[src/rtl/frame_capture_pkg.sv]
// -----------------------------------------------------------------------------
// frame_capture_pkg
// Shared definitions for the frame capture controller slice.
//   state_e    : controller states (IDLE, ARM, CAPTURE)
//   cnt_width  : width helper for the pixel/line counters, never below 1 bit
// -----------------------------------------------------------------------------
package frame_capture_pkg;

  typedef enum logic [1:0] {
    ST_IDLE    = 2'd0,
    ST_ARM     = 2'd1,
    ST_CAPTURE = 2'd2
  } state_e;

  // A dimension of 1 still needs a 1-bit counter so that the compare
  // against (dimension - 1) stays well formed.
  function automatic int cnt_width(input int n);
    if (n <= 1) begin
      return 1;
    end
    return $clog2(n);
  endfunction

endpackage

[src/rtl/frame_capture_ctrl_pix_line_counter.sv]
// -----------------------------------------------------------------------------
// pix_line_counter
// Column/row position counters for one frame. The counters hold the position
// of the next pixel to arrive.
//   i_Sys_clk   : system clock
//   i_Rst       : asynchronous active-high reset
//   clear       : restart the frame at pixel 0 (this cycle's beat, if any, is pixel 0)
//   advance     : a pixel beat is consumed this cycle
//   first_pix   : position is column 0, row 0 (only with FRAME_CAPTURE_CTRL_MARKERS_EN)
//   last_col    : position is column IMAGE_WIDTH-1
//   last_pix    : position is the last pixel of the frame
// -----------------------------------------------------------------------------
module pix_line_counter
  import frame_capture_pkg::*;
#(
  parameter int IMAGE_WIDTH  = 640,
  parameter int IMAGE_HEIGHT = 512
) (
  input  logic i_Sys_clk,
  input  logic i_Rst,
  input  logic clear,
  input  logic advance,
`ifdef FRAME_CAPTURE_CTRL_MARKERS_EN
  output logic first_pix,
`endif
  output logic last_col,
  output logic last_pix
);

  localparam int COL_W = cnt_width(IMAGE_WIDTH);
  localparam int ROW_W = cnt_width(IMAGE_HEIGHT);
  localparam logic [COL_W-1:0] LAST_COL = COL_W'(IMAGE_WIDTH - 1);
  localparam logic [ROW_W-1:0] LAST_ROW = ROW_W'(IMAGE_HEIGHT - 1);

  logic [COL_W-1:0] col;
  logic [ROW_W-1:0] row;
  logic [COL_W-1:0] base_col;
  logic [ROW_W-1:0] base_row;
  logic [COL_W-1:0] next_col;
  logic [ROW_W-1:0] next_row;

  // A clear rebases the position to pixel 0 before the beat (if any) of
  // the same cycle is counted, so a coincident beat lands on pixel 0.
  // The column wraps at the last column and carries into the row; the row
  // wraps at the last line so a completed frame leaves the counters at 0.
  always_comb begin
    base_col = clear ? '0 : col;
    base_row = clear ? '0 : row;
    next_col = base_col;
    next_row = base_row;
    if (advance) begin
      if (base_col == LAST_COL) begin
        next_col = '0;
        if (base_row == LAST_ROW) begin
          next_row = '0;
        end else begin
          next_row = base_row + ROW_W'(1);
        end
      end else begin
        next_col = base_col + COL_W'(1);
      end
    end
  end

  // Position registers.
  always_ff @(posedge i_Sys_clk or posedge i_Rst) begin
    if (i_Rst) begin
      col <= '0;
      row <= '0;
    end else begin
      col <= next_col;
      row <= next_row;
    end
  end

  // Flags describe the registered position, i.e. the pixel that the next
  // beat will be unless a clear intervenes.
  assign last_col = (col == LAST_COL);
  assign last_pix = (col == LAST_COL) && (row == LAST_ROW);
`ifdef FRAME_CAPTURE_CTRL_MARKERS_EN
  assign first_pix = (col == '0) && (row == '0);
`endif

endmodule

[src/rtl/frame_capture_ctrl.sv]
// -----------------------------------------------------------------------------
// frame_capture_ctrl
// Waits for frame start after a start command, gates exactly N complete frames
// of IMAGE_WIDTH x IMAGE_HEIGHT pixels from a free-running pixel stream and
// forwards them as a registered valid/data stream. Short frames (vsync before
// the last pixel) set a sticky error and are recaptured.
// Ports:
//   i_Sys_clk, i_Rst       : clock, asynchronous active-high reset
//   i_Start, i_Stop        : capture request / abort
//   i_Frame_num            : frames to capture (0 means 1), sampled on start
//   i_Vsync                : frame-start pulse
//   i_Din_valid, i_Din     : incoming pixel stream
//   o_Dout_valid, o_Dout   : gated pixel stream, 1-cycle latency
//   o_Busy                 : controller not idle
//   o_Done                 : pulse with the final pixel of the last frame
//   o_Frame_idx            : index of the frame being captured
//   o_Err                  : sticky short-frame flag
// Optional macro FRAME_CAPTURE_CTRL_MARKERS_EN adds:
//   o_Sof                  : pixel 0 of a frame, aligned with o_Dout_valid
//   o_Eol                  : last column of a line, aligned with o_Dout_valid
// -----------------------------------------------------------------------------
module frame_capture_ctrl
  import frame_capture_pkg::*;
#(
  parameter int DW           = 16,
  parameter int IMAGE_WIDTH  = 640,
  parameter int IMAGE_HEIGHT = 512,
  parameter int FRAME_CNT_W  = 8
) (
  input  logic                   i_Sys_clk,
  input  logic                   i_Rst,
  input  logic                   i_Start,
  input  logic                   i_Stop,
  input  logic [FRAME_CNT_W-1:0] i_Frame_num,
  input  logic                   i_Vsync,
  input  logic                   i_Din_valid,
  input  logic [DW-1:0]          i_Din,
  output logic                   o_Dout_valid,
  output logic [DW-1:0]          o_Dout,
  output logic                   o_Busy,
  output logic                   o_Done,
  output logic [FRAME_CNT_W-1:0] o_Frame_idx,
  output logic                   o_Err
`ifdef FRAME_CAPTURE_CTRL_MARKERS_EN
  ,
  output logic                   o_Sof,
  output logic                   o_Eol
`endif
);

  localparam logic [1:0] IDLE    = ST_IDLE;
  localparam logic [1:0] ARM     = ST_ARM;
  localparam logic [1:0] CAPTURE = ST_CAPTURE;

  // In a 1x1 frame pixel 0 is also the last pixel; this matters only when
  // a beat arrives together with a counter clear.
  localparam logic ZERO_IS_LAST = (IMAGE_WIDTH == 1) && (IMAGE_HEIGHT == 1);

  logic [1:0]             state;
  logic [1:0]             next_state;
  logic [FRAME_CNT_W-1:0] target;
  logic                   fwd;
  logic                   clear;
  logic                   short_frame;
  logic                   frame_end;
  logic                   last_frame;
  logic                   start_ok;
  logic                   last_col;
  logic                   last_pix;
`ifdef FRAME_CAPTURE_CTRL_MARKERS_EN
  localparam logic ZERO_COL_LAST = (IMAGE_WIDTH == 1);
  logic                   first_pix;
  logic                   sof;
  logic                   eol;
`endif

  pix_line_counter #(
    .IMAGE_WIDTH  (IMAGE_WIDTH),
    .IMAGE_HEIGHT (IMAGE_HEIGHT)
  ) u_counter (
    .i_Sys_clk (i_Sys_clk),
    .i_Rst     (i_Rst),
    .clear     (clear),
    .advance   (fwd),
`ifdef FRAME_CAPTURE_CTRL_MARKERS_EN
    .first_pix (first_pix),
`endif
    .last_col  (last_col),
    .last_pix  (last_pix)
  );

  assign start_ok   = (state == IDLE) && i_Start && !i_Stop;
  assign last_frame = (o_Frame_idx == (target - FRAME_CNT_W'(1)));

  // Per-cycle decisions: which beat is forwarded, when the counters restart,
  // whether this beat finishes a frame and where the FSM goes next. A vsync
  // that lands on the completing beat counts as completion, so a short frame
  // is only declared when the coincident beat is not the last pixel. Stop
  // overrides every other decision, including the beat of its own cycle.
  always_comb begin
    fwd         = 1'b0;
    clear       = 1'b0;
    short_frame = 1'b0;
    frame_end   = 1'b0;
    next_state  = state;
    case (state)
      IDLE: begin
        if (start_ok) begin
          next_state = ARM;
        end
      end
      ARM: begin
        if (i_Vsync) begin
          clear      = 1'b1;
          fwd        = i_Din_valid;
          frame_end  = i_Din_valid && ZERO_IS_LAST;
          next_state = CAPTURE;
        end
      end
      CAPTURE: begin
        fwd         = i_Din_valid;
        short_frame = i_Vsync && !(i_Din_valid && last_pix);
        clear       = short_frame;
        frame_end   = i_Din_valid && (short_frame ? ZERO_IS_LAST : last_pix);
      end
      default: begin
        next_state = IDLE;
      end
    endcase
    if (frame_end) begin
      next_state = last_frame ? IDLE : ARM;
    end
    if (i_Stop) begin
      fwd         = 1'b0;
      clear       = 1'b0;
      short_frame = 1'b0;
      frame_end   = 1'b0;
      next_state  = IDLE;
    end
  end

  // Control registers: state, frame target, frame index, sticky error and
  // the done pulse. An accepted start reloads the target and clears the
  // index and error; stop leaves index and error untouched.
  always_ff @(posedge i_Sys_clk or posedge i_Rst) begin
    if (i_Rst) begin
      state       <= IDLE;
      target      <= FRAME_CNT_W'(1);
      o_Frame_idx <= '0;
      o_Err       <= 1'b0;
      o_Done      <= 1'b0;
    end else begin
      state  <= next_state;
      o_Done <= frame_end && last_frame;
      if (start_ok) begin
        target      <= (i_Frame_num == '0) ? FRAME_CNT_W'(1) : i_Frame_num;
        o_Frame_idx <= '0;
        o_Err       <= 1'b0;
      end
      if (short_frame) begin
        o_Err <= 1'b1;
      end
      if (frame_end && !last_frame) begin
        o_Frame_idx <= o_Frame_idx + FRAME_CNT_W'(1);
      end
    end
  end

  // Output pixel stage. Data only updates on forwarded beats so the sink
  // sees the last pixel held between beats.
  always_ff @(posedge i_Sys_clk or posedge i_Rst) begin
    if (i_Rst) begin
      o_Dout_valid <= 1'b0;
      o_Dout       <= '0;
    end else begin
      o_Dout_valid <= fwd;
      if (fwd) begin
        o_Dout <= i_Din;
      end
    end
  end

  assign o_Busy = (state != IDLE);

`ifdef FRAME_CAPTURE_CTRL_MARKERS_EN
  // Frame/line markers follow the position the forwarded beat lands on; a
  // clear in the same cycle means the beat is pixel 0 of column 0.
  assign sof = clear || first_pix;
  assign eol = clear ? ZERO_COL_LAST : last_col;

  // Marker registers, aligned with o_Dout_valid.
  always_ff @(posedge i_Sys_clk or posedge i_Rst) begin
    if (i_Rst) begin
      o_Sof <= 1'b0;
      o_Eol <= 1'b0;
    end else begin
      o_Sof <= fwd && sof;
      o_Eol <= fwd && eol;
    end
  end
`endif

endmodule

[config.mk]
export PLATFORM = sky130hd
export DESIGN_NAME = frame_capture_ctrl
export DESIGN_NICKNAME = d
export VERILOG_FILES = /design/src/rtl/frame_capture_pkg.sv /design/src/rtl/frame_capture_ctrl_pix_line_counter.sv /design/src/rtl/frame_capture_ctrl.sv
export SDC_FILE = /design/constraint.sdc
export NUM_CORES = 1
export LEC_CHECK = 0
export CAP_MARGIN = 0
export CORE_UTILIZATION = 56
export CTS_CLUSTER_DIAMETER = 50
export DETAILED_ROUTE_END_ITERATION = 16
export GPL_TIMING_DRIVEN = 0
export PLACE_DENSITY = 0.85
export SYNTH_ARGS = -nofsm -noshare
export SYNTH_HDL_FRONTEND = slang
export SYNTH_SLANG_ARGS = --single-unit
[constraint.sdc]
create_clock -name i_Sys_clk -period 8.04 [get_ports i_Sys_clk]
set_clock_uncertainty 0.15 [all_clocks]
set_input_delay 1.608 -clock i_Sys_clk [delete_from_list [all_inputs] [get_ports i_Sys_clk]]
set_output_delay 1.608 -clock i_Sys_clk [all_outputs]
set_load 0.1 [all_outputs]
==> results.toml, run 1 <==
[synthesis]
yosys-top-cells-area = "dfrtp_1 (46%), mux2_2 (9.0%), nor2_1 (3.5%)"
synth_adder_area_share = 0.0335
syn_inst = 289
synth.distinct_cells = 53
ys_seq_area_frac = 0.469
synth_edf_count = 0
yosys.area.top_type = "dfrtp_1"
synth-seq-cells = 56
avgSynthCellArea_sq_um = 10.4
synth.most_common_cell = "dfrtp_1"
ys_async_sr_fraction = 1.00
synth_top_family_by_area = "simple AND/OR/NAND/NOR gates"
ys_warn_count = 0
synth_simple_gate_area_share = 0.181
syn-num-nets = 327
netlist_top_cells_count = "dfrtp_1 (55), nor2_1 (28), mux2_2 (24)"
synth_compound_area_frac = 0.122
synth_ff_type = "dfrtp_1"
synthesis.area_sq_mm = 0.00299
synth-xor-area-share = 0.0581
synthMuxAreaShare = 0.100
synth_top_area_frac = 0.460

[clocking]
hold_buffers = 0
insertion_delay_ps = 310
htree_levels = 2
clkSlewWorstSetupHoldPaths_ps = 100
cts_buffer_depth = 2
cts.repair.resized = 0
cts_sinks = 56
post_cts_buffers = 0
cts_buffers = 5
cts_tree = "yes"
root_buffer = "clkbuf_8"

[floorplan]
die_h_um = 75.1
die-width_um = 75.1
boundaryPins = 58
core_sq_mm = 0.00514
die_area_sq_mm = 0.00564
initial_core_util = 0.582
row_count = 26

[power_and_ir_drop]
peakVddDrop_mv = 0.283
p_leak_nw = 1.71
cellPowerDensity_mw_per_mm2 = 326

[final_layout]
post-route-util = 0.736
fin_area_sq_mm = 0.00378
drive_gt1_frac = 0.146
finalNetCount = 392
n_fill_cell = 383
synthToLayoutAreaGrowth_pct = 26.5
insertedDiodeCount = 0

[critical_path]
cp-start-kind = "input port"
arrival_ps = 4790
cp-startpoint = "i_Din_valid"
worst-endpoint-required_ps = 8140
critPathMaxFanout = 10
r2r_start = "u_counter.col[8]"
path_class = "in -> reg"
crit_path_end_kind = "register"

[sta]
finalHoldViolations = 0
tightest_slew_ps = 1000
clock.fmax_ghz = 0.213
drv_slew = 0
rsz0062_at_grt = "false"
finalSetupViolCount = 0
relSlewSlack = 0.329
worst_slack_ps = 3340
whs_ps = 365
period_minus_slack_ps = 4700
fin_tns_setup_ps = 0
fin_crit_sh = 0.584

[worst_hold_path]
worstHoldPathType = "reg -> reg"
hp-start = "o_Dout[10]"

[placed_design]
io_buffer_count = 57
post-place-ws_ps = 3060
gp_congestion = 0.803
dpl_cell_area_sq_mm = 0.00367
dp_hpwl_mm = 4.75

[detailed_routing]
first_iter_violations = 145
post-route-drc-count = 0
wire_per_inst_um = 15.2
drt-total-wl_mm = 6.48
vias_per_cell = 5.65
firstDrtPassIters = 5
num_vias = 2400
drtAntennaViolNets = 0

[global_route]
grt_pass1_vias = 2329
grt_start_max_net_pins = 40
grt_overflow = 0
grtUsageTotal = 0.249
grt_pass1_wl_mm = 10.5
antenna_found_initial = 0

[outcome]
status = "finished, final reports clean"

[flow_run]
maxCapViolCount = 0
## flip-flops by register name, indices dropped and copies added (netlist names)
signal,cells
o_Err,1
u_counter.col,10
o_Dout_valid,1
o_Frame_idx,8
u_counter.row,9
o_Dout,16
target,8
o_Done,1
state,2
## per-layer routing
| layer | vias up | global-route usage | routed length (um) |
|---|---|---|---|
| met2 | 66 | 0.434 | 3290 |
| met5 | - | 0 | 0 |
| met4 | 0 | 0.0650 | 25 |
| met3 | 4 | 0.0589 | 346 |
| met1 | 1178 | 0.310 | 2820 |
| li1 | 1152 | - | - |
## stage by stage
stage               std cells  total power [mW]
global placement          416              1.02
detailed placement        417              1.05
CTS                       425              1.24
finish                    425              1.23
global route              425              1.29
floorplan                 289             0.892
## final cells by class
cell class	instances	area, sq um	area share
inverters	15	56.3	0.0149
clock buffers	5	68.8	0.0182
well taps	70	87.6	0.0231
flip-flops and latches	56	1400	0.371
plain buffers	10	53.8	0.0142
repair buffers	58	591	0.156
multi-input cells	208	1480	0.391
clock inverters	3	46.3	0.0122
## power breakdown
| group | internal, mW | switching (mW) |
|---|---|---|
| clock network | 0.0940 | 0.0982 |
| logic | 0.194 | 0.439 |
| registers | 0.349 | 0.0604 |
## worst max-delay path: stages
cell and delay (ps):
clkdlybuf4s50_1 500, nand4_1 110, nor4_1 330, a31oi_1 230
o211ai_1 450, nand2_1 150, inv_1 80, ha_1 180
nand4_1 350, or4b_1 630, a21oi_1 160
## cells by family (layout without fill, tap and decap cells)
family          count (synthesis)  after routing
simple gates                  104            104
flops                          56             56
compound gates                 50             50
mux                            27             27
buf+inv                        25             91
xor+xnor                       19             19
fa+ha+maj                       8              8
## cells in the final DEF, fill, tap and decap left out, drive strengths merged, types with 2 or more instances in the layout
master	count
mux2	24
a21oi	15
o21ai	7
nand2b	4
and2	2
nor3	11
xnor2	7
o31ai	2
o211ai	3
ha	8
mux2i	3
nand2	23
a21o	4
inv	16
or2	3
xor2	12
clkbuf	11
a2bb2oi	6
nand3	9
a31oi	3
dfrtp	55
a221oi	2
clkdlybuf4s50	57
nor4	4
nand4	8
buf	5
and3	6
nor2	28
## path summary, 6_finish.rpt
kind | end | cells past startpoint | slack, ps
setup / recovery | u_counter.row[7] | 11 | 3340
hold / removal | o_Dout[10] | 1 | 360
setup reg to reg | u_counter.row[7] | 10 | 4520
hold reg to reg | o_Dout[10] | 1 | 360
max in group asynchronous | target[0] | 3 | 5700
min in group asynchronous | o_Dout[10] | 2 | 1440
Note: power is estimated with default switching activity, not from simulation.
==> run 2, diff against run 1 <==
- CORE_UTILIZATION: 56 -> 52
- PLACE_DENSITY: 0.85 -> 0.8
- clock period: 8.04 -> 4.6 ns (I/O delays scaled with it)
==> results.toml, run 2 (synthesis gave the netlist of run 1 again) <==
[outcome]
status = "finished, final reports clean"

[detailed_routing]
num_vias = 2411
vias_per_cell = 5.66
wire_per_inst_um = 15.3
first_iter_violations = 103
drtAntennaViolNets = 0
firstDrtPassIters = 4
post-route-drc-count = 0
drt-total-wl_mm = 6.51

[sta]
clock.fmax_ghz = 0.242
fin_tns_setup_ps = 0
whs_ps = 362
rsz0062_at_grt = "false"
tightest_slew_ps = 997
drv_slew = 0
finalSetupViolCount = 0
period_minus_slack_ps = 4130
relSlewSlack = 0.333
fin_crit_sh = 0.899
finalHoldViolations = 0

[critical_path]
rr_worst_depth = 10
arrival_ps = 4220
crit_path_end_kind = "register"
critPathMaxFanout = 10
reg2reg_to = "u_counter.row[7]"
worst-endpoint-required_ps = 4690
path_class = "in -> reg"
rrSetupSlack_ps = 950
cp-start-kind = "input port"
r2r_start = "u_counter.col[8]"

[floorplan]
die_h_um = 77.9
initial_core_util = 0.540
boundaryPins = 58
core_sq_mm = 0.00554
row_count = 27
die-width_um = 77.9
die_area_sq_mm = 0.00606

[global_route]
grt_pass1_vias = 2402
grt_overflow = 0
grtUsageTotal = 0.233
antenna_found_initial = 0
grt_pass1_wl_mm = 11.0
grt_start_max_net_pins = 32

[clocking]
insertion_delay_ps = 310
post_cts_buffers = 0
cts_buffer_depth = 2
cts.repair.resized = 0
cts_buffers = 5
clkSlewWorstSetupHoldPaths_ps = 90
htree_levels = 2
hold_buffers = 0
cts_sinks = 56
root_buffer = "clkbuf_8"
cts_tree = "yes"

[final_layout]
regMostFlops = "o_Dout"
n_fill_cell = 450
finalNetCount = 392
insertedDiodeCount = 0
mostFrequentLayoutCells = "clkdlybuf4s50_1 (57), dfrtp_1 (55), nor2_1 (28), mux2_2 (24), nand2_1 (22)"
layout_commonest_cell = "clkdlybuf4s50_1"
reg_top3 = "o_Dout (16), u_counter.col (10), u_counter.row (9)"
layout.cells.non_filler = 426
largest_reg_flops = 16
synthToLayoutAreaGrowth_pct = 27.1
drive_gt1_frac = 0.144

[worst_hold_path]
hp-start = "o_Dout[8]"
holdPathEnd = "o_Dout[8]"
worstHoldPathType = "reg -> reg"
holdPathStages = 1

[placed_design]
io_buffer_count = 57
dp_hpwl_mm = 4.78
gp_congestion = 0.810
dp.cells = 419

[power_and_ir_drop]
p_leak_nw = 1.72
switchingPower_mw = 1.02
finalPower_mw = 2.18
peakVddDrop_mv = 0.547
cellPowerDensity_mw_per_mm2 = 574
seqPwrFrac = 0.327
power_frac_clock = 0.168
p_sw_frac = 0.468
p_comb_frac = 0.505
internal_power_mw = 1.16

[flow_run]
maxCapViolCount = 0
run 2: cell count changes in the layout (fill, tap and decap cells not counted), sizes merged:
cell | before | now
bufinv | 1 | 2
inv | 16 | 15
clkinvlp | 1 | 0
run 2: final cells by class:
cell class	count	area, sq um	share of cell area
plain buffers	10	53.8	0.0142
repair buffers	58	591	0.155
flip-flops and latches	56	1400	0.369
clock inverters	2	60.1	0.0158
well taps	72	90.1	0.0237
inverters	15	56.3	0.0148
multi-input cells	208	1480	0.389
clock buffers	5	68.8	0.0181
run 2: worst max-delay path by stage:
stage / slack, ps / to / cells after the start / from
2_1_floorplan: 1390 / u_counter.row[7] / 10 / i_Din_valid
3_3_place_gp: 340 / u_counter.row[7] / 11 / i_Din_valid
3_5_place_dp: 270 / u_counter.row[7] / 11 / i_Din_valid
4_1_cts: 560 / u_counter.row[7] / 11 / i_Din_valid
5_1_grt: 230 / u_counter.row[7] / 11 / i_Din_valid
6_report: 470 / u_counter.row[7] / 11 / i_Din_valid
run 2: through the flow:
step                setup WS [ps]  area (sq um)   util
global placement              339          3650  0.659
detailed placement            267          3670  0.663
CTS                           559          3800  0.686
global route                  234          3800  0.686
finish                        467          3800  0.686
floorplan                    1390          2990      -
run 2: power groups by stage:
stage	combinational [mW]	sequential [mW]	clock, mW
4_1_cts	1.11	0.714	0.380
3_5_place_dp	1.10	0.723	0
3_3_place_gp	1.08	0.713	0
5_1_grt	1.15	0.731	0.392
6_report	1.10	0.714	0.367
2_1_floorplan	0.393	1.17	0
run 2: critical path, cell delays in order:
cell	delay [ps]
clkdlybuf4s50_1	510
nand4_1	100
nor4_1	390
a31oi_1	250
o211ai_1	510
nand2_1	150
inv_1	80
ha_1	190
nand4_1	350
or4b_1	620
a21oi_1	150
run 2: per-layer routing:
metal | track usage | up-vias | share of wire
met5 | 0 | - | 0
met4 | 0.0792 | 0 | 0.014
met1 | 0.294 | 1181 | 0.44
li1 | - | 1154 | -
met3 | 0.0588 | 8 | 0.053
met2 | 0.388 | 68 | 0.50
==> run 3, diff against run 2 <==
- ABC_AREA: not set -> 0
- CORE_MARGIN: not set -> 4
==> results.toml, run 3 (synthesis gave the netlist of run 1 again) <==
[clocking]
cts.repair.resized = 0
cts_buffer_depth = 2
cts_sinks = 56
post_cts_buffers = 0
insertion_delay_ps = 300
cts_buffers = 5
cts_tree = "yes"
htree_levels = 2
root_buffer = "clkbuf_8"
clkSlewWorstSetupHoldPaths_ps = 90
hold_buffers = 0

[sta]
relSlewSlack = 0.331
finalHoldViolations = 0
clock.fmax_ghz = 0.252
drv_slew = 0
finalSetupViolCount = 0
fin_crit_sh = 0.864
fin_tns_setup_ps = 0
period_minus_slack_ps = 3970
tightest_slew_ps = 1000
rsz0062_at_grt = "false"

[detailed_routing]
num_vias = 2359
drtAntennaViolNets = 0
drt-total-wl_mm = 6.32
post-route-drc-count = 0
firstDrtPassIters = 4
first_iter_violations = 73
wire_per_inst_um = 14.8
vias_per_cell = 5.52

[power_and_ir_drop]
finalPower_mw = 2.09
peakVddDrop_mv = 0.475
p_leak_nw = 1.70
cellPowerDensity_mw_per_mm2 = 555

[floorplan]
die_area_sq_mm = 0.00703
die-width_um = 83.9
die_h_um = 83.9
initial_core_util = 0.540
boundaryPins = 58
row_count = 27
core_sq_mm = 0.00554

[worst_hold_path]
worstHoldPathType = "reg -> reg"
holdPathStages = 1

[critical_path]
cp-start-kind = "input port"
critPathMaxFanout = 10
rr_worst_depth = 10
path_class = "in -> reg"
crit_path_end_kind = "register"
worst-endpoint-required_ps = 4680
arrival_ps = 4050

[placed_design]
dp_hpwl_mm = 4.74
io_buffer_count = 57
gp_congestion = 0.845

[final_layout]
mostFrequentLayoutCells = "clkdlybuf4s50_1 (57), dfrtp_1 (55), nor2_1 (28), mux2_2 (24), nand2_1 (22)"
post-route-util = 0.680
regMostFlops = "o_Dout"
layout_commonest_cell = "clkdlybuf4s50_1"
synthToLayoutAreaGrowth_pct = 25.9
drive_gt1_frac = 0.144
finalNetCount = 392
largest_reg_flops = 16
reg_top3 = "o_Dout (16), u_counter.col (10), u_counter.row (9)"
insertedDiodeCount = 0

[flow_run]
maxCapViolCount = 0

[global_route]
antenna_found_initial = 0
grt_start_max_net_pins = 34
grt_pass1_wl_mm = 10.7
grtUsageTotal = 0.186
grt_pass1_vias = 2258
grt_overflow = 0

[outcome]
status = "finished, final reports clean"
==> run 3: cell type report <==
class / count / area [sq um]
multi-input cells: 208 / 1480
well taps: 72 / 90.1
clock inverters: 1 / 7.51
flip-flops and latches: 56 / 1400
inverters: 15 / 56.3
fillers: 460 / 1770
repair buffers: 58 / 591
plain buffers: 10 / 53.8
clock buffers: 7 / 86.3
==> run 3: critical path, stage by stage <==
cell,delay [ps]
clkdlybuf4s50_1,500
nand4_1,100
nor4_1,300
a31oi_1,210
o211ai_1,460
nand2_1,140
inv_1,80
ha_1,190
nand4_1,350
or4b_1,620
a21oi_1,180
==> run 3: metal layers <==
metal	global-route usage	share of wire	vias up
li1	-	-	1150
met5	0	0	-
met1	0.245	0.45	1146
met2	0.300	0.47	58
met3	0.0622	0.068	5
met4	0.0365	0.0090	0
==> run 3: power breakdown <==
part	switching, mW	total (mW)	internal (mW)	leakage [nW]
Combinational	0.761	1.10	0.339	0.913
Clock	0.154	0.277	0.123	0.0445
Sequential	0.104	0.713	0.609	0.739
Total	1.02	2.09	1.07	1.70
==> run 3: worst paths after layout <==
path	from	to	slack, ps
max	i_Din_valid	u_counter.row[7]	630
min	o_Dout[14]	o_Dout[14]	360
max reg2reg	u_counter.col[8]	u_counter.row[7]	1120
min reg2reg	o_Dout[14]	o_Dout[14]	360
max in group asynchronous	i_Rst	target[0]	2880
min in group asynchronous	i_Rst	o_Dout[13]	810
==> run 3: through the flow <==
stage	hold slack, ps	worst slack (ps)	instance area (sq um)	instances
detailed placement	345	292	3670	419
finish	363	628	3770	427
global route	380	299	3770	427
floorplan	331	1390	2990	289
CTS	367	607	3770	427
global placement	339	415	3650	418
